## config.mk

```make
export PLATFORM = sky130hd
export DESIGN_NAME = led_seq_ctrl
export DESIGN_NICKNAME = d
export VERILOG_FILES = /design/src/rtl/led_seq_ctrl.sv
export SDC_FILE = /design/constraint.sdc
export NUM_CORES = 1
export LEC_CHECK = 0
export CORE_UTILIZATION = 45
export DETAILED_ROUTE_END_ITERATION = 7
export PLACE_DENSITY = 0.74
export SETUP_SLACK_MARGIN = 0.4
export SLEW_MARGIN = 20
export SYNTH_ARGS = -nofsm -noshare
export SYNTH_HDL_FRONTEND = slang
export SYNTH_SLANG_ARGS = --single-unit
```

## constraint.sdc

```tcl
create_clock -name clk -period 3.95 [get_ports clk]
set_input_delay 0.9875 -clock clk [delete_from_list [all_inputs] [get_ports clk]]
set_output_delay 0.9875 -clock clk [all_outputs]
set_load 0.01 [all_outputs]
```

## src/rtl/led_seq_ctrl.sv

```systemverilog
// Command sequencer for the button/LED datapath.
// Arbitrates one-cycle button ticks by fixed priority (clear > pause > up > down)
// and steps a 4-bit up/down count once every DIV cycles while running.
module led_seq_ctrl #(
  parameter int unsigned DIV  = 50_000_000,
  parameter bit          WRAP = 1'b1
) (
  input  logic       clk,
  input  logic       reset,
  input  logic [3:0] btn_tick,
  output logic [3:0] leds,
  output logic [1:0] state,
  output logic       step
);

  localparam int unsigned PW = (DIV > 1) ? $clog2(DIV) : 1;
  localparam logic [PW-1:0] PreMax = PW'(DIV - 1);

  localparam logic [1:0] StIdle  = 2'b00;
  localparam logic [1:0] StUp    = 2'b01;
  localparam logic [1:0] StDown  = 2'b10;
  localparam logic [1:0] StPause = 2'b11;

  logic [1:0]    state_q, state_d;
  logic [3:0]    leds_q, leds_d;
  logic          step_q, step_d;
  logic          dir_dn_q, dir_dn_d;
  logic [PW-1:0] pre_q, pre_d;

  logic cmd_clr, cmd_pause, cmd_up, cmd_down;
  logic running, at_end;

  // Fixed-priority decode; lower-priority bits in the same cycle are dropped.
  always_comb begin
    cmd_clr   = btn_tick[3];
    cmd_pause = !btn_tick[3] && btn_tick[2];
    cmd_up    = !btn_tick[3] && !btn_tick[2] && btn_tick[0];
    cmd_down  = !btn_tick[3] && !btn_tick[2] && !btn_tick[0] && btn_tick[1];
    running   = (state_q == StUp) || (state_q == StDown);
    at_end    = ((state_q == StUp) && (leds_q == 4'hF)) ||
                ((state_q == StDown) && (leds_q == 4'h0));
  end

  // Next-state: accepted commands win over a coincident step boundary.
  always_comb begin
    state_d  = state_q;
    leds_d   = leds_q;
    dir_dn_d = dir_dn_q;
    pre_d    = pre_q;
    step_d   = 1'b0;
    if (cmd_clr) begin
      state_d  = StIdle;
      leds_d   = 4'h0;
      dir_dn_d = 1'b0;
      pre_d    = '0;
    end else if (cmd_pause) begin
      // Pause in IDLE is ignored entirely.
      if (running) begin
        state_d = StPause;
        pre_d   = '0;
      end else if (state_q == StPause) begin
        state_d = dir_dn_q ? StDown : StUp;
        pre_d   = '0;
      end
    end else if (cmd_up) begin
      state_d  = StUp;
      dir_dn_d = 1'b0;
      pre_d    = '0;
    end else if (cmd_down) begin
      state_d  = StDown;
      dir_dn_d = 1'b1;
      pre_d    = '0;
    end else if (running) begin
      if (pre_q == PreMax) begin
        pre_d = '0;
        if (!WRAP && at_end) begin
          state_d = StIdle;
        end else begin
          leds_d = (state_q == StDown) ? leds_q - 4'd1 : leds_q + 4'd1;
          step_d = 1'b1;
        end
      end else begin
        pre_d = pre_q + 1'b1;
      end
    end
  end

  // State registers with asynchronous active-high reset.
  always_ff @(posedge clk or posedge reset) begin
    if (reset) begin
      state_q  <= StIdle;
      leds_q   <= 4'h0;
      step_q   <= 1'b0;
      dir_dn_q <= 1'b0;
      pre_q    <= '0;
    end else begin
      state_q  <= state_d;
      leds_q   <= leds_d;
      step_q   <= step_d;
      dir_dn_q <= dir_dn_d;
      pre_q    <= pre_d;
    end
  end

  assign leds  = leds_q;
  assign state = state_q;
  assign step  = step_q;

endmodule
```

Word-level counts from Yosys, hierarchy flattened. Cells that the tools add are included.

Output and inout port bits: 7. Flip-flop bits (word level): 34. Word-level logic and storage cells: 66.

Eq/ne operators: 8. Add/sub/neg operators: 3. Mux-type cells: 32. Reduce and logical (&&, ||, !) cells: 18.

Operators by type and width (count): two-way mux 26 bit (8); two-way mux 4 bit (7); adder 26 x 1 -> 26 bit (second input constant) (1); equality test 26 bit (second input constant) (1); two-way mux 2 bit (7); two-way mux 1 bit (10); != test 2 bit (second input constant) (3); AND reduction 2 bit (3); logical AND 1 bit (5); AND reduction 5 bit (1); nonzero test 5 bit (1); adder 4 x 1 -> 4 bit (second input constant) (1); equality test 2 bit (second input constant) (2); != test 4 x 2 -> 1 bit (second input constant) (1); nonzero test 2 bit (2); nonzero test 4 bit (1); subtractor 4 x 1 -> 4 bit (second input constant) (1); logical NOT 1 bit (3); nonzero test 3 bit (1); equality test 2 x 1 -> 1 bit (second input constant) (1); logical OR 1 bit (1).

Logic depth before layout (Yosys ltp). Gate-level depths: netlist of run 1.

Depth in word-level cells: 8. Depth in mapped cells: 8. Depth with buffers taken out: 8.

Least setup slack after synthesis of run 1. OpenSTA, ideal clock, no wires.

Path kind: input -> register. Start point: in btn_tick[2]. End point: reg pre_q[11]. Data arrival time: 2.505 ns. Setup slack: 1.363 ns. Cell stages on the path: 5. Path buffers: 0. Data required time: 3.868 ns. Path through: or3_1 > or4b_4 > a21oi_4 > or2b_1 > a31oi_1.

Longest elaborated chain between the ends: 8. Elaborated cells between the ends (all ways): 13. Classes of those cells: 1 x eq/ne; 4 x mux; 8 x reduce/logical.

Ends and longest elaborated chain: start, declared (line 10) `input logic [3:0] btn_tick,`; logical NOT 1 bit (line 37, 38); logical AND 1 bit (line 37, 38); logical AND 1 bit (2 in a row) (line 38) `cmd_down = !btn_tick[3] && !btn_tick[2] && !btn_tick[0] && btn_tick[1];`; two-way mux 26 bit (line 69) `end else if (cmd_down) begin`; two-way mux 26 bit (line 65) `end else if (cmd_up) begin`; two-way mux 26 bit (line 56) `end else if (cmd_pause) begin`; two-way mux 26 bit (line 51) `if (cmd_clr) begin`; end signal, assigned (line 101) `pre_q <= pre_d;`; end, declared (line 28) `logic [PW-1:0] pre_q, pre_d;`.

Parallel ways exist; a longest one is shown, timed or not. A chain may end at the register's enable or synchronous reset.

Final worst setup path of run 1.
Start point: in btn_tick[2]. End point: reg pre_q[22].

The elaborated chain is that of the path after synthesis.

==> qor.txt, run 1 <==
status: completed
drt first pass iters: 4
prevailing post-synth register cell: sky130_fd_sc_hd__dfrtp_1
# diodes: 0
final-layout setup total negative slack: 0 ns
Routed wire per std cell: 14.45 um
die height: 68.20 um
number of max-capacitance violations reported: 0
post-synthesis average cell area: 9.480 um2
Clock Pin Slew Worst Setup and Hold Paths: 0.07 ns
gate count after technology mapping: 208
hold crit path type: reg2reg
area of all sequential standard cells: 850.8 um2
initial cell density of the core: 47.92%
die area: 4651 um2
overall routing resource usage: 20.69%
share of synthesized area occupied by flip-flops and latches: 43.15%
DRT antenna net count: 0
post-route DRC violation count: 0
GR Overflow Total: 0
count of filler cells inserted in the layout: 380
critical path launch point type: input pin
setup repair after global routing missed its margin: no
Clock Power Share: 36.0%
leakage power: 0.0009403 uW
number of hold-repair buffers added at the cts stage: 0
internal power contribution: 499.8 uW
number of enable flip-flop cells after synthesis: 0
number of antenna violations at the first check in global routing: 0
maximum vdd drop: 0.1545 mV
critical path endpoint category: flip-flop
count of vias placed by the detailed router: 1582
switching component of the power: 163.2 uW
multi-input combinational cell area: 1060 um2
HPWL after detailed placement: 2760 um
number of top-level design ports: 13
count of clock tree sinks: 34
Core Box Area: 4115 um2
Final Net Count: 239
CTS tree: built
post-DR vias/cell: 5.711
maximum fanout encountered on the critical timing path: 15
final hold violation count: 0
number of I/O port buffers: 12
number of buffers created by CTS: 5
warning count from the yosys run: 0
headroom to the max-slew limit: 33.82%
Root Buffer Master: sky130_fd_sc_hd__clkbuf_8
final critical-path required period: 3.081 ns
global placement routability congestion: 0.8175
number of nets in the synthesized netlist: 220
total standard cell area after synthesis: 1972 um2
clock latency at the later pin of the worst-skew pair: 0.29 ns
final slew viol count: 0
total power divided by cell area: 297.3 nW/um2
Area growth, synth to finish: 13.07%
Crit path arrival time: 3.29 ns
final core occ: 54.18%
total of flip-flops plus latches after synthesis: 34
part of the total power dissipated in combinational logic: 10.6%
Clock Skew: 0.006007 ns
path type of the worst setup path: in2reg
iteration-0 DRC count of the detailed router: 77
layout cells sized above 1: 8.811%
Required @ worst endpoint: 4.16 ns
total length of routed wires: 4004 um
Post-CTS Setup Inserts: 0
Achievable Freq: 324.5 MHz
Die W: 68.20 um
part of the power in registers: 53.4%
pin count of the biggest net entering global routing: 35
actual slew at the worst max-slew pin: 0.9836 ns
PostCTS Resize Cnt: 0
Site Rows: 23
ys async rst share: 100.0%
Longest Clk Path Bufs: 2
total setup violations reported at the end of the flow: 0
Netlist cell types: 46
vias in the first global route: 1552
Sw Ratio: 24.61%
period utilization: 78.01%
wire length of the first global-routing pass: 7031 um
number of levels the H-tree was split into: 2
## final timing paths
kind,startpoint,end,cells past startpoint,slack [ns]
setup / recovery,btn_tick[2],pre_q[22],7,0.87
hold / removal,state[0],state[0],2,0.51
setup reg to reg,pre_q[0],pre_q[24],6,1.59
hold reg to reg,state[0],state[0],2,0.51
max in group asynchronous,reset,pre_q[14],3,2.54
min in group asynchronous,reset,leds[3],3,1.10
## worst max-delay path, cell delays in order
cell and delay [ns]:
sky130_fd_sc_hd__clkdlybuf4s50_1 0.48, sky130_fd_sc_hd__or3_1 0.41, sky130_fd_sc_hd__or4b_4 0.56, sky130_fd_sc_hd__a21oi_4 0.33, sky130_fd_sc_hd__buf_4 0.25, sky130_fd_sc_hd__a31oi_1 0.09
sky130_fd_sc_hd__a31oi_1 0.17
## cell type report
type,instances,share of cell area [%]
Inverter,6,1.010
Timing Repair Buffer,17,7.071
Sequential cell,34,38.16
Multi-Input combinational cell,163,47.53
Clock buffer,7,3.423
Tap cell,50,2.806
## layout by cell type, fill, tap and decap left out, types with 6 or more instances in the layout
| master | instances |
|---|---|
| sky130_fd_sc_hd__a31oi_1 | 13 |
| sky130_fd_sc_hd__xor2_1 | 11 |
| sky130_fd_sc_hd__nor2_1 | 22 |
| sky130_fd_sc_hd__clkdlybuf4s50_1 | 12 |
| sky130_fd_sc_hd__inv_1 | 6 |
| sky130_fd_sc_hd__nand2_1 | 24 |
| sky130_fd_sc_hd__nand4_1 | 11 |
| sky130_fd_sc_hd__dfrtp_1 | 34 |
| sky130_fd_sc_hd__a21oi_1 | 13 |
| sky130_fd_sc_hd__nor3_1 | 8 |
## flip-flops by register name (all words and copies together) (netlist names)
signal    flops
state         2
step          1
leds          4
dir_dn_q      1
pre_q        26
## routing by layer
layer | global-route usage, % | share of wire [%] | up-vias
met5 | 0 | 0 | -
met4 | 9.635 | 1.6 | 0
met3 | 4.167 | 3.3 | 6
met2 | 32.60 | 45 | 41
met1 | 27.14 | 50 | 737
li1 | - | - | 798
## metrics by stage
stage	hold slack [ns]	total power (uW)	cell area (um2)	std cells	setup slack (ns)
3_3_place_gp	0.4904	428.8	2153	270	0.5993
6_report	0.5063	663.0	2230	277	0.8685
2_1_floorplan	0.4683	404.8	1972	208	1.363
4_1_cts	0.5037	673.9	2230	277	0.8707
3_5_place_dp	0.4943	430.4	2153	270	0.5649
5_1_grt	0.5323	694.8	2230	277	0.7096
## kinds of logic after synthesis
group                      after synthesis  share of synthesized area [%]
AOI/OAI and AO/OA                       46                          15.93
adders and majority gates                6                          4.188
muxes                                    3                          1.586
buffers and inverters                   11                          3.109
xor gates and xnor gates                15                          6.662
and+or+nand+nor                         93                          25.38
DFF                                     34                          43.15
## Yosys cell counts (3+ instances only)
library cell	instances	area, um2
sky130_fd_sc_hd__dfrtp_1	34	850.8
sky130_fd_sc_hd__nor3_1	8	40.04
sky130_fd_sc_hd__o21ai_0	4	20.02
sky130_fd_sc_hd__xor2_1	11	96.34
sky130_fd_sc_hd__ha_1	5	62.56
sky130_fd_sc_hd__or3_1	4	25.02
sky130_fd_sc_hd__nor2_1	22	82.58
sky130_fd_sc_hd__inv_1	6	22.52
sky130_fd_sc_hd__xnor2_1	4	35.03
sky130_fd_sc_hd__nor4_1	3	18.77
sky130_fd_sc_hd__a21oi_1	13	65.06
sky130_fd_sc_hd__nand2_1	24	90.09
sky130_fd_sc_hd__a31oi_1	13	81.33
sky130_fd_sc_hd__and3_1	3	18.77
sky130_fd_sc_hd__a22o_1	4	35.03
sky130_fd_sc_hd__nand4_1	11	68.82
sky130_fd_sc_hd__nand3_1	5	25.02
## power by group through the flow
stage / sequential [uW] / clock (uW) / combinational [uW]
6_report: 354 / 239 / 70.3
5_1_grt: 354 / 263 / 78.0
4_1_cts: 354 / 249 / 70.6
3_5_place_dp: 360 / 0 / 69.9
3_3_place_gp: 360 / 0 / 68.3
2_1_floorplan: 361 / 0 / 43.5
Power figures use the tool's default switching activity.
==> run 2: changes to the inputs <==
--- a/config.mk
+++ b/config.mk
@@ -7,7 +7,7 @@
 export LEC_CHECK = 0
 export CORE_UTILIZATION = 45
 export DETAILED_ROUTE_END_ITERATION = 7
-export PLACE_DENSITY = 0.74
+export PLACE_DENSITY = 0.77
 export SETUP_SLACK_MARGIN = 0.4
 export SLEW_MARGIN = 20
 export SYNTH_ARGS = -nofsm -noshare
==> constraint.sdc (replaced) <==
create_clock -name clk -period 2.8 [get_ports clk]
set_input_delay 0.7 -clock clk [delete_from_list [all_inputs] [get_ports clk]]
set_output_delay 0.7 -clock clk [all_outputs]
set_load 0.01 [all_outputs]
==> qor.txt, run 2 (synthesis results as in run 1) <==
drt first pass iters: 4
Site Rows: 23
die height: 68.20 um
number of levels the H-tree was split into: 2
Achievable Freq: 434.9 MHz
clock latency at the later pin of the worst-skew pair: 0.29 ns
number of antenna violations at the first check in global routing: 0
final worst slack: 0.5004 ns
HPWL after detailed placement: 2892 um
Largest stage delay, worst path: 0.58 ns
final design area excluding fillers: 2297 um2
initial cell density of the core: 47.92%
pin count of the biggest net entering global routing: 35
maximum vdd drop: 0.2198 mV
cell chain of the critical path: clkdlybuf4s50_1 -> nor2_1 -> or4b_4 -> a21oi_4 -> buf_6 -> a41oi_1 -> a31oi_1
Min Hold Slack: 0.5111 ns
DRT antenna net count: 0
path type of the worst setup path: in2reg
leakage power: 0.0009983 uW
GR Overflow Total: 0
pre-CTS setup slack: -0.007411 ns
leading cell type in the layout, fill and taps excluded: sky130_fd_sc_hd__dfrtp_1
Longest Clk Path Bufs: 2
count of vias placed by the detailed router: 1607
Area growth, synth to finish: 16.50%
die area: 4651 um2
global placement routability congestion: 0.8782
final critical-path required period: 2.300 ns
final-layout setup total negative slack: 0 ns
critical path launch point type: input pin
total power divided by cell area: 419.7 nW/um2
number of flip-flops under the largest register name: 26
number of buffers created by CTS: 5
total setup violations reported at the end of the flow: 0
layout cells sized above 1: 12.07%
Crit path arrival time: 2.51 ns
critical path endpoint category: flip-flop
vias in the first global route: 1530
Routed wire per std cell: 14.48 um
number of top-level design ports: 13
iteration-0 DRC count of the detailed router: 118
final slew viol count: 0
final hold violation count: 0
CTS tree: built
commonest cells after routing, fill and taps aside: sky130_fd_sc_hd__dfrtp_1 (34), sky130_fd_sc_hd__nand2_1 (24), sky130_fd_sc_hd__nor2_1 (22)
placed cell areas: 2183 um2
# diodes: 0
number of hold-repair buffers added at the cts stage: 0
post-route DRC violation count: 0
number of I/O port buffers: 12
hold crit path type: reg2reg
count of clock tree sinks: 34
setup repair after global routing missed its margin: no
status: completed
Final Net Count: 245
total length of routed wires: 4083 um
Clock Pin Slew Worst Setup and Hold Paths: 0.07 ns
Root Buffer Master: sky130_fd_sc_hd__clkbuf_8
Die W: 68.20 um
period utilization: 82.13%
maximum fanout encountered on the critical timing path: 6
wire length of the first global-routing pass: 7141 um
actual slew at the worst max-slew pin: 0.7205 ns
Clock Skew: 0.005163 ns
headroom to the max-slew limit: 51.96%
largest register by flop count: pre_q
Core Box Area: 4115 um2
Required @ worst endpoint: 3.01 ns
post-DR vias/cell: 5.699
Slowest cell on crit path: sky130_fd_sc_hd__clkdlybuf4s50_1
number of max-capacitance violations reported: 0
overall routing resource usage: 21.12%
run 2: cell types whose count changed in the layout (fill, tap and decap cells not counted), moves of 2 or more:
cell and change:
sky130_fd_sc_hd__clkdlybuf4s50_1 -3, sky130_fd_sc_hd__buf_6 +2, sky130_fd_sc_hd__dlymetal6s2s_1 +2, sky130_fd_sc_hd__buf_4 +4, sky130_fd_sc_hd__clkbuf_1 -2
run 2: worst max-delay path: cells and delay by family:
| kind | cells | cell delay, ns |
|---|---|---|
| buffers and inverters | 2 | 0.73 |
| AO/OA/AOI/OAI | 3 | 0.47 |
| AND/OR/NAND/NOR | 2 | 0.62 |
run 2: layout make-up:
class                           instances  area, um2
Sequential cell                        34      850.8
Inverter                                6      22.52
Fill cell                             367       1818
Timing Repair Buffer                   23      214.0
Clock buffer                            6      82.58
Tap cell                               50      62.56
Multi-Input combinational cell        163       1065
run 2: per-stage QoR:
| step | std cells | util, % | total power [uW] |
|---|---|---|---|
| after floorplan | 208 | - | 571.0 |
| after global placement | 274 | 53.06 | 606.9 |
| after detailed placement | 274 | 53.06 | 609.0 |
| after CTS | 282 | 55.58 | 981.1 |
| after global routing | 282 | 55.82 | 1014 |
| final | 282 | 55.82 | 964.2 |
run 2: repair_timing:
item,in CTS,in global routing
buffers inserted,1,0
pin swaps,2,2
resized for setup,4,3
setup endpoints to repair,11,11
gates cloned,1,0
run 2: metal layers:
layer | GRT usage (%) | share of wire (%)
met2 | 31.50 | 45
met5 | 0 | 0
met4 | 8.333 | 1.5
met1 | 29.29 | 49
met3 | 5.000 | 3.7
run 2: path summary, 6_finish.rpt:
| path | start | end | slack [ns] | cells after the start |
|---|---|---|---|---|
| max | btn_tick[3] | pre_q[18] | 0.50 | 7 |
| min | pre_q[22] | pre_q[22] | 0.51 | 1 |
| max reg2reg | pre_q[10] | pre_q[2] | 0.66 | 5 |
| min reg2reg | pre_q[22] | pre_q[22] | 0.51 | 1 |
| max in group asynchronous | reset | pre_q[7] | 1.68 | 3 |
| min in group asynchronous | reset | pre_q[8] | 0.81 | 3 |
run 2: power breakdown:
part	total, uW	switching (uW)	internal (uW)
Sequential	499	3.70	496
Clock	363	174	189
Combinational	101	60.5	40.7
==> run 3: changes to the inputs <==
==> constraint.sdc (replaced) <==
create_clock -name clk -period 1.9 [get_ports clk]
set_input_delay 0.475 -clock clk [delete_from_list [all_inputs] [get_ports clk]]
set_output_delay 0.475 -clock clk [all_outputs]
set_load 0.01 [all_outputs]
==> qor.txt, run 3 (synthesis results as in run 1) <==
Longest Clk Path Bufs: 2
Clock Pin Slew Worst Setup and Hold Paths: 0.07 ns
Routed wire per std cell: 18.16 um
drt first pass iters: 6
leading cell type in the layout, fill and taps excluded: sky130_fd_sc_hd__buf_4
wire length of the first global-routing pass: 8280 um
final design area excluding fillers: 2900 um2
maximum fanout encountered on the critical timing path: 7
cell chain of the critical path: inv_2 -> ha_4 -> nor2_2 -> or4b_4 -> a21oi_4 -> buf_12 -> buf_16 -> nand2_1 -> a31oi_1
final critical-path required period: 2.098 ns
Clock Power Share: 36.3%
met2 track demand over resource: 37.50%
met1 GRT Util: 32.43%
actual slew at the worst max-slew pin: 0.4917 ns
largest register by flop count: pre_q
placed cell areas: 2505 um2
Worst Reg2Reg Path Length in Cells: 9
part of the total power dissipated in combinational logic: 17.0%
Largest stage delay, worst path: 0.51 ns
met3 usage in global routing: 5.500%
final hold violation count: 0
Final Net Count: 297
die height: 68.20 um
DRT antenna net count: 0
Sw Ratio: 26.88%
maximum vdd drop: 0.5040 mV
final core occ: 70.48%
final worst slack: -0.1977 ns
pin count of the biggest net entering global routing: 35
number of levels the H-tree was split into: 2
critical path launch point type: flip-flop
path type of the worst setup path: reg2reg
hold crit path type: reg2reg
global placement routability congestion: 0.8762
initial cell density of the core: 47.92%
HPWL after detailed placement: 3425 um
commonest cells after routing, fill and taps aside: sky130_fd_sc_hd__buf_4 (53), sky130_fd_sc_hd__dfrtp_1 (32), sky130_fd_sc_hd__nand2_1 (23)
number of antenna violations at the first check in global routing: 0
die area: 4651 um2
number of top-level design ports: 13
post-route DRC violation count: 0
final slew viol count: 0
number of hold-repair buffers added at the cts stage: 0
total setup violations reported at the end of the flow: 23
GR Overflow Total: 0
number of cells traversed by the worst hold path: 1
# diodes: 0
Die W: 68.20 um
clock latency at the later pin of the worst-skew pair: 0.30 ns
headroom to the max-slew limit: 66.92%
count of clock tree sinks: 34
total length of routed wires: 6103 um
status: finished, violations left
R2R Setup Slk: -0.20 ns
Root Buffer Master: sky130_fd_sc_hd__clkbuf_8
post-DR vias/cell: 6.027
total power divided by cell area: 543.2 nW/um2
period utilization: 110.4%
Site Rows: 23
Required @ worst endpoint: 2.09 ns
number of max-capacitance violations reported: 0
layout cells sized above 1: 37.76%
Crit path arrival time: 2.29 ns
Slowest cell on crit path: sky130_fd_sc_hd__or4b_4
number of buffers created by CTS: 5
critical path endpoint category: flip-flop
internal power contribution: 1152 uW
violations in the final reports: setup timing
Core Box Area: 4115 um2
Achievable Freq: 476.7 MHz
part of the power in registers: 46.7%
vias in the first global route: 1774
setup repair after global routing missed its margin: yes
iteration-0 DRC count of the detailed router: 147
GR peak layer: met2
Area growth, synth to finish: 47.08%
count of vias placed by the detailed router: 2025
leakage power: 0.001322 uW
number of flip-flops under the largest register name: 26
Clock Skew: 0.01284 ns
switching component of the power: 423.4 uW
overall routing resource usage: 24.82%
number of I/O port buffers: 12
CTS tree: built
-- run 3: power by group through the flow --
stage | Clock [uW] | Sequential (uW) | Combinational (uW)
2_1_floorplan | 0 | 751 | 95.0
3_3_place_gp | 0 | 748 | 196
3_5_place_dp | 0 | 748 | 201
4_1_cts | 573 | 734 | 220
5_1_grt | 604 | 737 | 285
6_report | 571 | 736 | 268
-- run 3: metrics by stage --
step	std cells	worst slack, ns	power (uW)	hold WS, ns	setup TNS (ns)
6_report	336	-0.1977	1575	0.5227	-2.161
5_1_grt	336	-0.2592	1625	0.5217	-3.633
4_1_cts	328	-0.1923	1527	0.5143	-2.278
3_5_place_dp	311	-0.6902	949.5	0.5030	-14.60
3_3_place_gp	311	-0.6326	943.7	0.4947	-12.75
2_1_floorplan	208	-0.1743	846.1	0.4683	-1.608
-- run 3: path summary, 6_finish.rpt --
check | to | from
hold / removal | pre_q[22] | pre_q[22]
hold reg to reg | pre_q[22] | pre_q[22]
setup / recovery | pre_q[19] | state[1]
max in group asynchronous | pre_q[6] | reset
min in group asynchronous | pre_q[12] | reset
setup reg to reg | pre_q[19] | state[1]
-- run 3: final cells by class --
cell class	instances	area, um2
flip-flops and latches	34	853.3
repair buffers	74	625.6
clock inverters	1	5.005
well taps	50	62.56
clock buffers	7	86.33
inverters	6	22.52
fillers	280	1215
multi-input cells	164	1245
-- run 3: per-layer routing --
layer	wire length, um	part of all wire (%)	up-vias
li1	-	-	929
met2	3004	49	104
met3	477	7.8	26
met5	0	0	-
met1	2363	39	966
met4	257	4.2	0
-- run 3: what timing repair did --
item,4_1_cts,5_1_grt
setup endpoints to repair,40,33
gates cloned,2,0
resized for setup,32,24
setup buffers,7,8
pin swaps,17,13
-- run 3: worst max-delay path: cells and delay by family (launching register included) --
| family | cells | cell delay, ns |
|---|---|---|
| AO/OA/AOI/OAI | 2 | 0.43 |
| adder cells (fa/ha/maj) | 1 | 0.27 |
| buffers and inverters | 3 | 0.32 |
| flip-flops | 1 | 0.37 |
| AND/OR/NAND/NOR | 3 | 0.61 |
